==> config.mk <==
export PLATFORM = sky130hd
export DESIGN_NAME = tdm_demux_rx
export DESIGN_NICKNAME = d
export VERILOG_FILES = /design/src/rtl/tdm_demux_rx.sv
export SDC_FILE = /design/constraint.sdc
export NUM_CORES = 1
export LEC_CHECK = 0
export CAP_MARGIN = 15
export CORE_AREA = 2 2 39 41
export CTS_CLUSTER_DIAMETER = 30
export DETAILED_ROUTE_END_ITERATION = 12
export DIE_AREA = 0 0 41 43
export SLEW_MARGIN = 20
export SYNTH_ARGS = -nofsm -noshare
export SYNTH_HDL_FRONTEND = slang
export SYNTH_SLANG_ARGS = --single-unit
==> constraint.sdc <==
create_clock -name clk_i -period 1.7 [get_ports clk_i]
set_input_delay 0.34 -clock clk_i [delete_from_list [all_inputs] [get_ports clk_i]]
set_output_delay 0.34 -clock clk_i [all_outputs]
set_load 0.01 [all_outputs]
==> src/rtl/tdm_demux_rx.sv <==
// Receive side of the two-channel TDM link: splits the shared A/B bus into paired A and B words.
// Optional macro TDM_TIMEOUT_EN adds a gap timeout while waiting for the B beat.
module tdm_demux_rx #(
    parameter int unsigned Length = 1,
    parameter int unsigned MaxGap = 16
) (
    input  logic              clk_i,
    input  logic              rst_n_i,
    input  logic [Length-1:0] d_i,
    input  logic              valid_i,
    input  logic              sel_i,
    output logic [Length-1:0] a_o,
    output logic [Length-1:0] b_o,
    output logic              pair_valid_o,
    output logic              err_o,
    output logic              busy_o,
    output logic [3:0]        err_cnt_o
);

    if (MaxGap < 1 || MaxGap > 255) begin : g_maxgap_check
        $error("tdm_demux_rx: MaxGap must be within 1..255");
    end

    typedef enum logic {StWaitA, StWaitB} state_e;

    state_e            state;
    logic [Length-1:0] a_hold;
    logic              take_a;
    logic              take_b;
    logic              frame_err;
    logic              timeout;
    logic              err_evt;

`ifdef TDM_TIMEOUT_EN
    localparam logic [7:0] GapLimit = 8'(MaxGap);
    logic [7:0] gap;

    // A valid beat never times out, so a B landing on the limit cycle still completes the pair.
    assign timeout = (state == StWaitB) && !valid_i && ((gap + 8'd1) == GapLimit);
`else
    assign timeout = 1'b0;
`endif

    always_comb begin
        take_a    = valid_i && !sel_i;
        take_b    = valid_i && sel_i && (state == StWaitB);
        frame_err = valid_i && ((sel_i && (state == StWaitA)) || (!sel_i && (state == StWaitB)));
        err_evt   = frame_err || timeout;
    end

    always_ff @(posedge clk_i or negedge rst_n_i) begin
        if (!rst_n_i) begin
            state        <= StWaitA;
            a_hold       <= '0;
            a_o          <= '0;
            b_o          <= '0;
            pair_valid_o <= 1'b0;
            err_o        <= 1'b0;
            busy_o       <= 1'b0;
            err_cnt_o    <= 4'd0;
`ifdef TDM_TIMEOUT_EN
            gap          <= 8'd0;
`endif
        end else begin
            pair_valid_o <= take_b;
            err_o        <= err_evt;
            if (err_evt && (err_cnt_o != 4'hF)) begin
                err_cnt_o <= err_cnt_o + 4'd1;
            end

            unique case (state)
                StWaitA: begin
                    if (take_a) begin
                        a_hold <= d_i;
                        state  <= StWaitB;
                        busy_o <= 1'b1;
                    end
                end
                StWaitB: begin
                    if (take_b) begin
                        a_o    <= a_hold;
                        b_o    <= d_i;
                        state  <= StWaitA;
                        busy_o <= 1'b0;
                    end else if (take_a) begin
                        // Repeated A: resync to the newest word.
                        a_hold <= d_i;
                    end else if (timeout) begin
                        a_hold <= '0;
                        state  <= StWaitA;
                        busy_o <= 1'b0;
                    end
                end
                default: begin
                    state  <= StWaitA;
                    busy_o <= 1'b0;
                end
            endcase

`ifdef TDM_TIMEOUT_EN
            if (valid_i || (state == StWaitA) || timeout) begin
                gap <= 8'd0;
            end else begin
                gap <= gap + 8'd1;
            end
`endif
        end
    end

endmodule

==> metrics <==
IO Pins=14; routed vias/inst=about 4.8; CTS Buf Count=3; Max-cap violations=0; number of distinct library cells after synthesis=20; Worst-Skew Late Latency=0.26 ns; H-tree levels=1; Post-DRT Antenna Nets=0; Final Hold Fails=0; Synth Instances=38; total grt overflow=0; Crit path arrival time=1.22 ns; die area=1760 µm²; post-synth top area share=57.1%; Synth area leaders=dfrtp_1, mux2_2, a31oi_1; routed length per placed instance=10.7 µm; Slew @ Worst Pin=0.484 ns; commonest non-fill, non-tap cell in the layout=clkdlybuf4s50_1; Die Span Y=43 µm; sequential-to-total area share from yosys stat=57.1%; antenna cells=0; pwr dens=1410 nW/µm²; GRT Total Usage=11.0%; Site Rows=14; First DRT Iteration DRCs=0; Post-route DRC=0; CP required=1.36 ns; Syn Area/Cell=around 13 µm²; CP delay by family, top=buffers and inverters; CP max FO=4; Starting Density=34.8%; first-pass GRT wire length=1300 µm; RSZ-0062 raised after global routing=false; ratio of cells with drive above 1 in the final layout=~20%; Final Worst Setup Slack=around 0.14 ns; Root Driver=clkbuf_4; 1st-pass router iterations=1; worst path bufs/invs=1; Slew Limit Fails=0; maximum clock insertion buffer count=2; Critical Path, Cell by Cell=clkdlybuf4s50_1; Critical-path top delay cell=clkdlybuf4s50_1; CP Class=register to output port; Slew Limit Headroom=about 68%; Reg clk slew, reported paths=approximately 0.070 ns; final worst path period share=between 90 and 100%; Net Count, Synth=44; Total Wirelength=763 µm; Yosys warnings=0; die span in x=41 µm; final setup vio count=0; largest net degree at the start of global routing=12; initial antenna violation count=0; Clock Skews=~0.0023 ns; core area=1380 µm²; flops & latches, synth=11; commonest non-fill, non-tap cells in the layout=clkdlybuf4s50_1, dfrtp_1, a31oi_1, clkbuf_4; GP Congestion=0.689; Hold Buf Count CTS=0; setup TNS=0 ns; post-CTS sizing=0; Area Overhead vs Synth=37.1%; Hold Crit Class=input pin to async pin; vias in the first global route=325; Cell Area, Synth=482 µm²; count of input and output buffers=13; Static Leakage=0.000290 µW; TritonCTS clock tree=built; dpl ws=0.0626 ns; Setup crit start kind=register; clk sinks=11; total number of vias=roughly 340; final core utilization=47.7%; post-synth top area cell=dfrtp_1; Post-CTS Repair Setup Buffers=0; status=finished, final reports clean; nets=62; CP peak stage delay=0.56 ns; Max VDD drop=0.000655 V; crit end category=output port; final worst path period need=~1.6 ns; f_max=~640 MHz
[stage by stage]
| step | total power (µW) | instances | hold WS, ns | cell area, µm² |
|---|---|---|---|---|
| after floorplan | 586 | 38 | 0.0444 | 482 |
| after global placement | 766 | 67 | 0.473 | 634 |
| after detailed placement | 771 | 67 | 0.477 | 634 |
| after CTS | 951 | 71 | 0.415 | 661 |
| after global routing | 1010 | 71 | 0.434 | 661 |
| final | 931 | 71 | 0.407 | 661 |
[final cells by class]
cell class,instances,area [µm²]
flip-flops and latches,11,275
clock buffers,4,26.3
repair buffers,14,138
multi-input cells,24,194
well taps,16,20.0
fillers,152,723
inverters,2,7.51
[sequential cells by signal (all words and copies together) (netlist names)]
signal	count
a_hold	1
err_o	1
b_o	1
pair_valid_o	1
a_o	1
state	1
err_cnt_o	4
busy_o	1
[synthesized netlist by cell type]
cell type / instances
a21oi_1: 2
a31oi_1: 3
and2_2: 1
and2b_4: 1
and4_1: 1
buf_2: 1
dfrtp_1: 11
ha_1: 1
inv_1: 2
mux2_1: 1
mux2_2: 2
mux2_4: 1
nand2_1: 2
nand3_1: 2
nand3_2: 1
nor2b_1: 2
o21ai_0: 1
o21bai_1: 1
xnor2_1: 1
xor2_2: 1
[worst paths after layout]
check / startpoint / endpoint / slack [ns] / cells after the start
max: err_cnt_o[0]$_DFFE_PN0P_ / err_cnt_o[0] / 0.14 / 1
min: rst_n_i / err_o$_DFF_PN0_ / 0.41 / 1
max reg2reg: err_cnt_o[0]$_DFFE_PN0P_ / err_cnt_o[1]$_DFFE_PN0P_ / 0.38 / 4
min reg2reg: a_hold$_DFFE_PN0P_ / a_hold$_DFFE_PN0P_ / 0.49 / 1
max in group asynchronous: rst_n_i / b_o$_DFFE_PN0P_ / 0.96 / 1
min in group clk_i: a_hold$_DFFE_PN0P_ / a_hold$_DFFE_PN0P_ / 0.49 / 1
[metal layers]
layer	global-route usage [%]	vias up	wire length [µm]
li1	-	170	-
met1	13.5	158	333
met2	16.6	10	375
met3	4.71	0	55
met4	4.00	0	0
met5	0	-	0
[kinds of logic (layout without fill, tap and decap cells)]
logic type	Yosys count	in the layout	share of synthesized area, %
adders and majority gates	1	1	2.60
muxes	4	4	10.1
DFF	11	11	57.1
AOI/OAI and AO/OA	7	7	8.57
buffers and inverters	3	20	2.60
and+or+nand+nor	10	10	13.8
xor gates and xnor gates	2	2	5.20
[report_power, final]
group          total, µW  leakage, µW  switching, µW  internal, µW
Sequential           401     0.000130           65.9           336
Clock                169    0.0000150           78.8          90.6
Combinational        360     0.000146            136           224
(Power assumes the default switching activity.)
==> variant, RTL diff (same flow settings) <==
The option `TDM_TIMEOUT_EN` is turned on by a define.
--- a/src/rtl/tdm_demux_rx.sv
+++ b/src/rtl/tdm_demux_rx.sv
@@ -1,5 +1,7 @@
 // Receive side of the two-channel TDM link: splits the shared A/B bus into paired A and B words.
 // Optional macro TDM_TIMEOUT_EN adds a gap timeout while waiting for the B beat.
+`define TDM_TIMEOUT_EN
+
 module tdm_demux_rx #(
     parameter int unsigned Length = 1,
     parameter int unsigned MaxGap = 16
Formal check against the unedited RTL: same outputs for any inputs over 10 cycles, from zero or initial values and one cycle with rst_n_i low; that may be too few to reach the edited logic, so the function may still have changed.
==> variant against the unedited design <==
- critical endpoint is now err_cnt_o[3]
- wire length up 130%
- sequential cell count up 8
- total power up 30%
- final cell count up 75%
- synthesized cell count up 110%
- critical path type is now reg2reg
- setup slack worse by 130 ps
- synthesized area up 83%
- cell area up 77%
- critical path depth up 5
==> variant: results (changes against the unedited design) <==
[worst_setup_path]
reg2reg_depth=6  ; +2
cp.arrival_ps=1880  ; +660 ps
cp_slowest_cell=dfrtp_1
worstSetupStartpoint=gap[1]
setup.worst_path.end_class=flip-flop
critical-path-top-delay-family=flip-flops
critPathMaxStageDelay_ps=400  ; -160 ps
crit_fanout=4  ; unchanged
regToRegSetupSlack_ps=10  ; -370 ps
reg2reg_to=err_cnt_o[3]

[timing]
max-slew-margin-rel_pct=79.4  ; +12 points
skew_ps=1.04  ; -1.25 ps

[route]
viasPerCell=5.55  ; +17%
drtIter0Drc=4  ; +4
finalWirelength_um=1740  ; +130%
dr.pass1.iters=4  ; +3
via_count=688  ; +100%
wl_met2_um=871  ; +130%
dr.max_layer_used=met4
wl_met1_um=790  ; +140%

[placed_design]
placedInstanceArea_mm2=0.00110  ; +74%
gp_congestion=0.740  ; +7.4%
dp_cells=117  ; +75%
preCtsSetupSlack_ps=-116  ; -179 ps

[synth]
yosysMostFrequentCell=dfrtp_1
async_flop_share_pct=100  ; unchanged
synthTopCellsByArea=dfrtp_1 54%, nor2_1 5.1%, xor2_1 5.0%, nand3_1 3.4%, o41ai_4 3.1%
seq_area_frac_synth_pct=53.9  ; -3.2 points
synthTopCellsByCount=19 x dfrtp_1, 12 x nor2_1, 6 x nand3_1, 5 x nand2_1, 5 x xor2_1
syn-num-nets=86  ; +95%
ys_types=28  ; +40%
netlist_instances=79  ; +110%

[layout]
nMultiInputCombCells=55  ; +130%
clk_share_pct=2.25  ; -1.7 points
nonClockInverterCount=4  ; +2
multi_input_area_um2=400  ; +110%
seq_share_pct=40.9  ; -0.79 points
fillers=81  ; -47%
buffers=26  ; +12
buffer_area_share_pct=19.5  ; -1.3 points
drive_above_1_share_pct=27.8  ; +7.8 points
reg_top3=gap x8, err_cnt_o x4

[die]
row_count=14  ; unchanged

[clocking]
cts-root-buf=clkbuf_4
path_clk_slew_ps=100  ; +30 ps
h-tree-depth=1  ; unchanged
cts_hold_buf=0  ; unchanged
cts_sinks=19  ; +8
insertion_delay_ps=290  ; +30 ps

[grt]
grt_pass1_wl_um=2650  ; +100%
grt_max_degree=20  ; +8
grt_pass1_vias=620  ; +91%
grtUsageMet2_pct=34.7  ; +18 points
grtUsageTotal_pct=23.0  ; +12 points
grt_use_met1_pct=29.8  ; +16 points
grtUsageMet3_pct=6.28  ; +1.6 points

[pwr]
power.net_switching_uw=361  ; +29%
peakVddDrop_v=0.000767  ; +17%
p_leak_nw=0.563  ; +94%

[run_status]
outcome=completed

-- variant: cell types whose count changed in the layout (fill, tap and decap cells not counted), moves of 2 or more --
cell	before	now
a31oi_1	3	0
and3_1	0	2
buf_4	1	13
dfrtp_1	11	18
inv_1	2	4
mux2i_1	0	2
nand2_1	2	5
nand3_1	2	5
nor2_1	0	12
nor2b_1	2	0
xnor2_1	1	3
xor2_1	0	5
-- variant: metrics by stage --
step | utilization, % | power [mW]
floorplan | - | 0.784
global placement | 79.7 | 0.980
detailed placement | 79.7 | 0.994
CTS | 81.6 | 1.21
global route | 84.3 | 1.28
finish | 84.3 | 1.21
-- variant: power groups by stage --
stage / Sequential, mW / Combinational (mW) / Clock (mW)
6_report: 0.593 / 0.393 / 0.228
5_1_grt: 0.604 / 0.434 / 0.244
4_1_cts: 0.593 / 0.393 / 0.229
3_5_place_dp: 0.601 / 0.393 / 0
3_3_place_gp: 0.600 / 0.379 / 0
2_1_floorplan: 0.626 / 0.159 / 0
-- variant: cell families after synthesis --
logic type	synth area share [%]
XOR/XNOR	7.94
flip-flops	53.9
buffers and inverters	2.13
multiplexers	6.52
AND/OR/NAND/NOR	18.4
AO/OA/AOI/OAI	8.23
adder cells (fa/ha/maj)	2.84
-- variant: worst min-delay path by stage --
| stage | depth (start not counted) | endpoint | slack (ps) |
|---|---|---|---|
| final | 2 | busy_o | 370 |
| after global routing | 2 | a_o | 400 |
| after CTS | 2 | state | 380 |
| after detailed placement | 1 | a_o | 500 |
| after global placement | 1 | gap[0] | 490 |
| after floorplan | 0 | a_hold | 40 |
-- variant: timing repair --
| item | in CTS | in global routing |
|---|---|---|
| buffers inserted | 0 | 3 |
| gates resized for setup | 0 | 4 |
| endpoints found under the setup margin | 0 | 3 |
